### src/rtl/load_store_unit.sv
// Load/store unit: one outstanding byte/half/word access to a word-wide,
// combinational-read data memory; sub-word stores use read-modify-write.
module load_store_unit (
  input  logic        clk,
  input  logic        rst,
  input  logic        req_valid,
  output logic        req_ready,
  input  logic        req_we,
  input  logic [1:0]  req_size,
  input  logic        req_unsigned,
  input  logic [31:0] req_addr,
  input  logic [31:0] req_wdata,
  output logic [31:0] mem_addr,
  output logic        mem_we,
  output logic [31:0] mem_wdata,
  input  logic [31:0] mem_rdata,
  output logic        rsp_valid,
  input  logic        rsp_ready,
  output logic [31:0] rsp_rdata,
  output logic        rsp_err
);
  typedef enum logic [2:0] {IDLE, LOAD, MERGE, WRITE, RESP} state_t;

  state_t      state;
  logic [1:0]  size_q;
  logic        uns_q;
  logic [31:0] addr_q;
  logic [15:0] wdata_q;
  logic [31:0] wword_q;
  logic [31:0] rdata_q;
  logic        err_q;

  logic        bad;
  logic [7:0]  byte_v;
  logic [15:0] half_v;
  logic [31:0] ld_ext;
  logic [31:0] merged;

  assign bad = (req_size == 2'b11) ||
               (req_size == 2'b01 && req_addr[0]) ||
               (req_size == 2'b10 && req_addr[1:0] != 2'b00);

  always_comb begin
    byte_v = mem_rdata[7:0];
    case (addr_q[1:0])
      2'b01:   byte_v = mem_rdata[15:8];
      2'b10:   byte_v = mem_rdata[23:16];
      2'b11:   byte_v = mem_rdata[31:24];
      default: byte_v = mem_rdata[7:0];
    endcase
    half_v = addr_q[1] ? mem_rdata[31:16] : mem_rdata[15:0];
    case (size_q)
      2'b00:   ld_ext = uns_q ? {24'b0, byte_v} : {{24{byte_v[7]}}, byte_v};
      2'b01:   ld_ext = uns_q ? {16'b0, half_v} : {{16{half_v[15]}}, half_v};
      default: ld_ext = mem_rdata;
    endcase
    // only the addressed lane is replaced; the rest of the word is written back as read
    merged = mem_rdata;
    if (size_q == 2'b00)
      merged[{addr_q[1:0], 3'b000} +: 8] = wdata_q[7:0];
    else
      merged[{addr_q[1], 4'b0000} +: 16] = wdata_q[15:0];
  end

  always_ff @(posedge clk or negedge rst) begin
    if (!rst) begin
      state   <= IDLE;
      size_q  <= 2'b00;
      uns_q   <= 1'b0;
      addr_q  <= 32'h0;
      wdata_q <= 16'h0;
      wword_q <= 32'h0;
      rdata_q <= 32'h0;
      err_q   <= 1'b0;
    end else begin
      case (state)
        IDLE: if (req_valid) begin
          size_q  <= req_size;
          uns_q   <= req_unsigned;
          addr_q  <= req_addr;
          wdata_q <= req_wdata[15:0];
          rdata_q <= 32'h0;
          err_q   <= bad;
          if (bad)                     state <= RESP;
          else if (!req_we)            state <= LOAD;
          else if (req_size == 2'b10) begin
            wword_q <= req_wdata;
            state   <= WRITE;
          end else                     state <= MERGE;
        end
        LOAD: begin
          rdata_q <= ld_ext;
          state   <= RESP;
        end
        MERGE: begin
          wword_q <= merged;
          state   <= WRITE;
        end
        WRITE: state <= RESP;
        RESP:  if (rsp_ready) state <= IDLE;
        default: state <= IDLE;
      endcase
    end
  end

  assign req_ready = (state == IDLE);
  assign mem_addr  = {2'b00, addr_q[31:2]};
  assign mem_we    = (state == WRITE);
  assign mem_wdata = wword_q;
  assign rsp_valid = (state == RESP);
  assign rsp_rdata = rdata_q;
  assign rsp_err   = err_q;
endmodule

### config.mk
export PLATFORM = sky130hd
export DESIGN_NAME = load_store_unit
export DESIGN_NICKNAME = d
export VERILOG_FILES = /design/src/rtl/load_store_unit.sv
export SDC_FILE = /design/constraint.sdc
export NUM_CORES = 1
export LEC_CHECK = 0
export BUFFER_PORTS_ARGS = -buffer_cell sky130_fd_sc_hd__buf_2
export CAP_MARGIN = 20
export CORE_UTILIZATION = 55
export CTS_CLUSTER_DIAMETER = 40
export DETAILED_ROUTE_END_ITERATION = 6
export PLACE_DENSITY = 0.86
export SYNTH_ARGS = -nofsm -noshare
export SYNTH_HDL_FRONTEND = slang
export SYNTH_SLANG_ARGS = --single-unit
### constraint.sdc
create_clock -name clk -period 7 [get_ports clk]
set_clock_uncertainty 0.15 [all_clocks]
set_input_delay 1.05 -clock clk [delete_from_list [all_inputs] [get_ports clk]]
set_output_delay 1.05 -clock clk [all_outputs]
set_load 0.01 [all_outputs]
Word-level counts from Yosys, hierarchy flattened
Cells that the tools add are included.
{"block": "totals", "register_bits": 119, "out_inout_bits": 100, "word_cells": 65}
{"block": "classes", "n_addsub": 2, "eq_ne": 16, "n_shift": 4, "mux": 21, "reduce_logical": 14}
{"operator": "$mux 32", "n": 8}
{"operator": "$pmux 32 s2", "n": 3}
{"operator": "$bwmux 32", "n": 2}
{"operator": "$shift 16x7->32 const A", "n": 1}
{"operator": "$shift 8x7->32 const A", "n": 1}
{"operator": "$shiftx 16x7->32", "n": 1}
{"operator": "$shiftx 8x7->32", "n": 1}
{"operator": "$pmux 8 s3", "n": 1}
{"operator": "$mux 16", "n": 1}
{"operator": "$neg 5->7", "n": 2}
{"operator": "$pmux 3 s4", "n": 1}
{"operator": "$mux 3", "n": 3}
{"operator": "$eq 2x2->1 const B", "n": 4}
{"operator": "$eq 2x1->1 const B", "n": 3}
{"operator": "$eq 3x2->1 const B", "n": 2}
{"operator": "$ne 2x1->1 const B", "n": 3}
{"operator": "$reduce_and 2->1", "n": 3}
{"operator": "$reduce_bool 2->1", "n": 3}
{"operator": "$reduce_and 5->1", "n": 1}
{"operator": "$ne 2x2->1 const B", "n": 2}
{"operator": "$eq 3x1->1 const B", "n": 1}
{"operator": "$eq 3x3->1 const B", "n": 1}
{"operator": "$logic_not 3->1", "n": 1}
{"operator": "$logic_and 1x1->1", "n": 2}
{"operator": "other kinds (5)", "n": 6}

Longest topological paths before layout
{"block": "depth", "ltp_word": 7, "mapped_depth": 11, "depth_no_buf": 6}

Worst setup path before layout
No wires, ideal clock.
{"block": "synth_timing", "kind": "register to register", "start": "register addr_q[1]", "end": "register rdata_q[15] (netlist: rsp_rdata[15])", "setup_time_ns": 0.122, "arrival_ns": 2.463, "t_required_ns": 6.728, "setup_slack_ns": 4.265, "stages_incl_launch_ff": 11, "path_buffers": 4, "period_less_slack_ns": 2.735, "cell_sequence": "dfrtp_1 buf_4 buf_2 clkbuf_1 inv_1 ha_1 buf_2 a21o_1 o2111ai_1 nand3_1 a32o_1"}
{"block": "synth_between", "elab_chain_len": 5, "word_cells_on_any_way": 9, "cone_classes": "eq/ne (3); mux (6)"}
{"item": "start: declaration", "line_no": "27", "source": "logic [31:0] addr_q;"}
{"item": "start signal: assignment", "line_no": "80", "source": "addr_q <= req_addr;"}
{"item": "$eq 2x2->1 or $eq 2x1->1 (tied branches)", "line_no": "45", "source": "case (addr_q[1:0])"}
{"item": "$pmux 8 s3", "line_no": "45"}
{"item": "$mux 32", "line_no": "53", "source": "2'b00: ld_ext = uns_q ? {24'b0, byte_v} : {{24{byte_v[7]}}, byte_v};"}
{"item": "$pmux 32 s2 *", "line_no": "52", "source": "case (size_q)"}
{"item": "$pmux 32 s2 *", "line_no": "76", "source": "case (state)"}
{"item": "end signal: assignment", "line_no": "92", "source": "rdata_q <= ld_ext;"}
{"item": "end: declaration", "line_no": "30", "source": "logic [31:0] rdata_q;"}
Every way passes the cells marked *; elsewhere a longest branch is shown, timed or not.
A chain may end at the register's enable or synchronous reset.

Worst setup path after layout
{"block": "layout_timing", "start": "register addr_q[1]", "end": "register wword_q[27] (netlist: mem_wdata[27])"}
{"block": "layout_between", "elab_chain_len": 5, "word_cells_on_any_way": 10, "cone_classes": "add/sub (2); shift (4); mux (4)"}
{"item": "$neg 5->7, on equally long branches", "line_no": "62, 60"}
{"item": "$shiftx 16x7->32, or another cell as far along", "line_no": "62", "source": "merged[{addr_q[1], 4'b0000} +: 16] = wdata_q[15:0];"}
{"item": "$bwmux 32, on equally long branches", "line_no": "62, 60"}
{"item": "$mux 32 *", "line_no": "59", "source": "if (size_q == 2'b00)"}
{"item": "$pmux 32 s2 *", "line_no": "76"}
{"item": "end signal: assignment", "line_no": "87", "source": "wword_q <= req_wdata;"}
{"item": "end signal: assignment", "line_no": "96", "source": "wword_q <= merged;"}
{"item": "end: declaration", "line_no": "29", "source": "logic [31:0] wword_q;"}
Marked as above.

==> summary.md <==
| Metric | Value |
|---|---|
| Outcome | `finished clean` |
| Bufs and invs on worst path | `3` |
| Setup TNS | `0 ns` |
| Kind of start point of the critical path | `flip-flop` |
| Clock latency on the worst-skew pair | `0.42 ns` |
| Clock sinks | `119` |
| Register area share after synthesis | `46.2%` |
| Synth cell types | `49` |
| Worst path max stage delay | `0.75 ns` |
| Yosys warns | `0` |
| Critical path fanouts, max | `42` |
| CTS tree | `built` |
| Worst-case clock buffer depth | `2` |
| Vias in the first global route | `5,314` |
| RD Place Congestion | `0.907` |
| CTS root buffer | `clkbuf_16` |
| Area Growth Syn to Fin | `22.0%` |
| Post-CTS setup buffers | `0` |
| Residual DRC count | `0` |
| Hold slack | `0.329 ns` |
| Die Ht | `110 um` |
| Crit-path leading delay family | `simple AND/OR/NAND/NOR gates` |
| CTS buffer count | `17` |
| Worst-margin pin slew | `1.07 ns` |
| Antenna violations before repair | `1` |
| Synth Flop Type | `dfrtp_1` |
| DR vias/cell | `6.38` |
| Gr ovfl total | `0` |
| MaxCap Viol Count | `0` |
| Worst Hold Launch | `rsp_rdata[14]$_DFFE_PN0P_` |
| Async set or reset register ratio after synthesis | `100%` |
| Final setup fails | `0` |
| Core Area | `11,400 um^2` |
| Crit-path cells | `buf_12 > inv_1 > ha_1 > nor4bb_1 > buf_2 > a221oi_1 > a211oi_1 > a221o_1` |
| R2r startpoint | `addr_q[1]$_DFFE_PN0P_` |
| Port bufs | `201` |
| Worst hold path type | `reg2reg` |
| Die area | `12,200 um^2` |
| # IOs | `204` |
| Cts hold-fix bufs | `0` |
| N_diodes | `0` |
| Flops & latches, synth | `119` |
| Drt wl/cell | `22.2 um` |
| Layout Nets | `816` |
| Starting density of the core | `56.5%` |
| Share of post-route cells with drive strength above 1 | `43.4%` |
| Post-synth EDFFs | `0` |
| Worst Path Arrival | `3.43 ns` |
| First-pass GRT wire length | `28,900 um` |
| Slowest cell on the critical path | `nor4bb_1` |
| GRT Resource Usage Total | `32.4%` |
| Post-Syn Instances | `555` |
| Worst vdd ir | `0.297 mV` |
| First-pass iteration count of the detailed router | `6` |
| RSZ-0062 raised after global routing | `no` |
| Crit. End Element | `flip-flop` |
| Routed Wire Length | `19,200 um` |
| Depth of the CTS H-tree | `4` |
| Clock transition at path regs | `0.05 ns` |
| Final hold vios | `0` |
| Row Count | `39` |
| Crit path from | `addr_q[1]$_DFFE_PN0P_` |
| Lkg Pwr | `0.00376 uW` |
| Rel. slew slack | `28.7%` |
| Detailed placement HPWL | `13,400 um` |
| DRT antenna net count | `0` |
| Die W | `110 um` |
| Post-Syn Area | `6450 um^2` |
| Setup CP Type | `reg2reg` |
| Max-slew violation count | `0` |
| Post-route minimum period | `3.23 ns` |
| Post-Syn Area per Cell | `11.6 um^2` |
| Initial drt markers | `507` |
| Achievable clock frequency | `0.309 GHz` |
| PwrDens | `481 nW/um^2` |
| Largest net degree at the start of global routing | `78` |
| Tcrit/Tclk final | `46.2%` |
| Crit path required time | `7.20 ns` |
| PostCTS Resize Cnt | `0` |
| Via count | `5,498` |
==> layout by cell type, fill, tap and decap left out, types with 17 or more instances in the layout <==
master       n
buf_2      201
dfrtp_1    118
mux2_2      57
a221oi_1    45
a221o_1     39
mux2i_1     33
a211oi_1    26
inv_1       24
a21oi_1     22
o21ai_0     17
clkbuf_16   17
==> cells in the mapped netlist (5+ instances only) <==
cell      count  area (um^2)
a211oi_1     26          195
a21o_1        8         60.1
a21oi_1      22          110
a221o_1      39          390
a221oi_1     45          394
a22o_1        6         52.6
buf_2        18         90.1
buf_4        33          248
buf_6         6         67.6
clkbuf_1     21         78.8
dfrtp_1     119         2980
ha_1          5         62.6
inv_1        24         90.1
mux2_2       57          642
mux2i_1      33          330
nand2_1      10         37.5
nand2b_1      5         31.3
nor2_1        6         22.5
nor2b_1       8         50.1
nor3_1        5         25.0
o21ai_0      17         85.1
==> metrics by stage <==
step / setup slack [ns] / utilization (%) / std cells / total power, uW / cell area [um^2]
6_report: 3.77 / 68.9 / 862 / 3780 / 7870
5_1_grt: 3.51 / 68.9 / 862 / 4020 / 7870
4_1_cts: 3.34 / 68.6 / 860 / 3770 / 7830
3_5_place_dp: 3.46 / 63.3 / 829 / 2860 / 7230
3_3_place_gp: 3.36 / 63.1 / 827 / 2780 / 7210
2_1_floorplan: 4.27 / - / 556 / 2450 / 6450
==> per-layer routing <==
metal | track usage [%] | part of all wire [%] | vias to the layer above
li1 | - | - | 2441
met1 | 41.7 | 40 | 2693
met2 | 51.3 | 48 | 311
met3 | 7.76 | 8.8 | 51
met4 | 15.6 | 3.5 | 2
met5 | 0 | 0.068 | -
==> power breakdown <==
group          switching [uW]  internal [uW]
clock                     301            591
combinational             878            750
sequential                269            994
==> sequential cells by signal, indices dropped and copies added (netlist names) <==
| register | cells |
|---|---|
| size_q | 2 |
| addr_q | 32 |
| state | 3 |
| uns_q | 1 |
| rsp_err | 1 |
| mem_wdata | 32 |
| wdata_q | 16 |
| rsp_rdata | 32 |
==> area by class of cell <==
class	count	area, um^2
clock buffers	22	484
clock inverters	9	123
fillers	857	3550
inverters	24	90.1
multi-input cells	334	2910
flip-flops and latches	119	2980
well taps	143	179
repair buffers	211	1100
==> cell families after synthesis <==
logic type / synth area share [%]
fa+ha+maj: 0.970
buf+inv: 8.96
other cells: 0.0581
mux: 15.1
flops: 46.2
compound gates: 24.1
simple gates: 4.71
==> final timing paths <==
| path | end | slack [ns] | cells past startpoint |
|---|---|---|---|
| max | mem_wdata[27]$_DFFE_PN0P_ | 3.77 | 8 |
| min | rsp_rdata[14]$_DFFE_PN0P_ | 0.33 | 1 |
| max reg2reg | mem_wdata[27]$_DFFE_PN0P_ | 3.77 | 8 |
| min reg2reg | rsp_rdata[14]$_DFFE_PN0P_ | 0.33 | 1 |
| max in group asynchronous | addr_q[1]$_DFFE_PN0P_ | 4.82 | 2 |
| min in group asynchronous | addr_q[5]$_DFFE_PN0P_ | 0.47 | 1 |
Power figures use the tool's default switching activity.
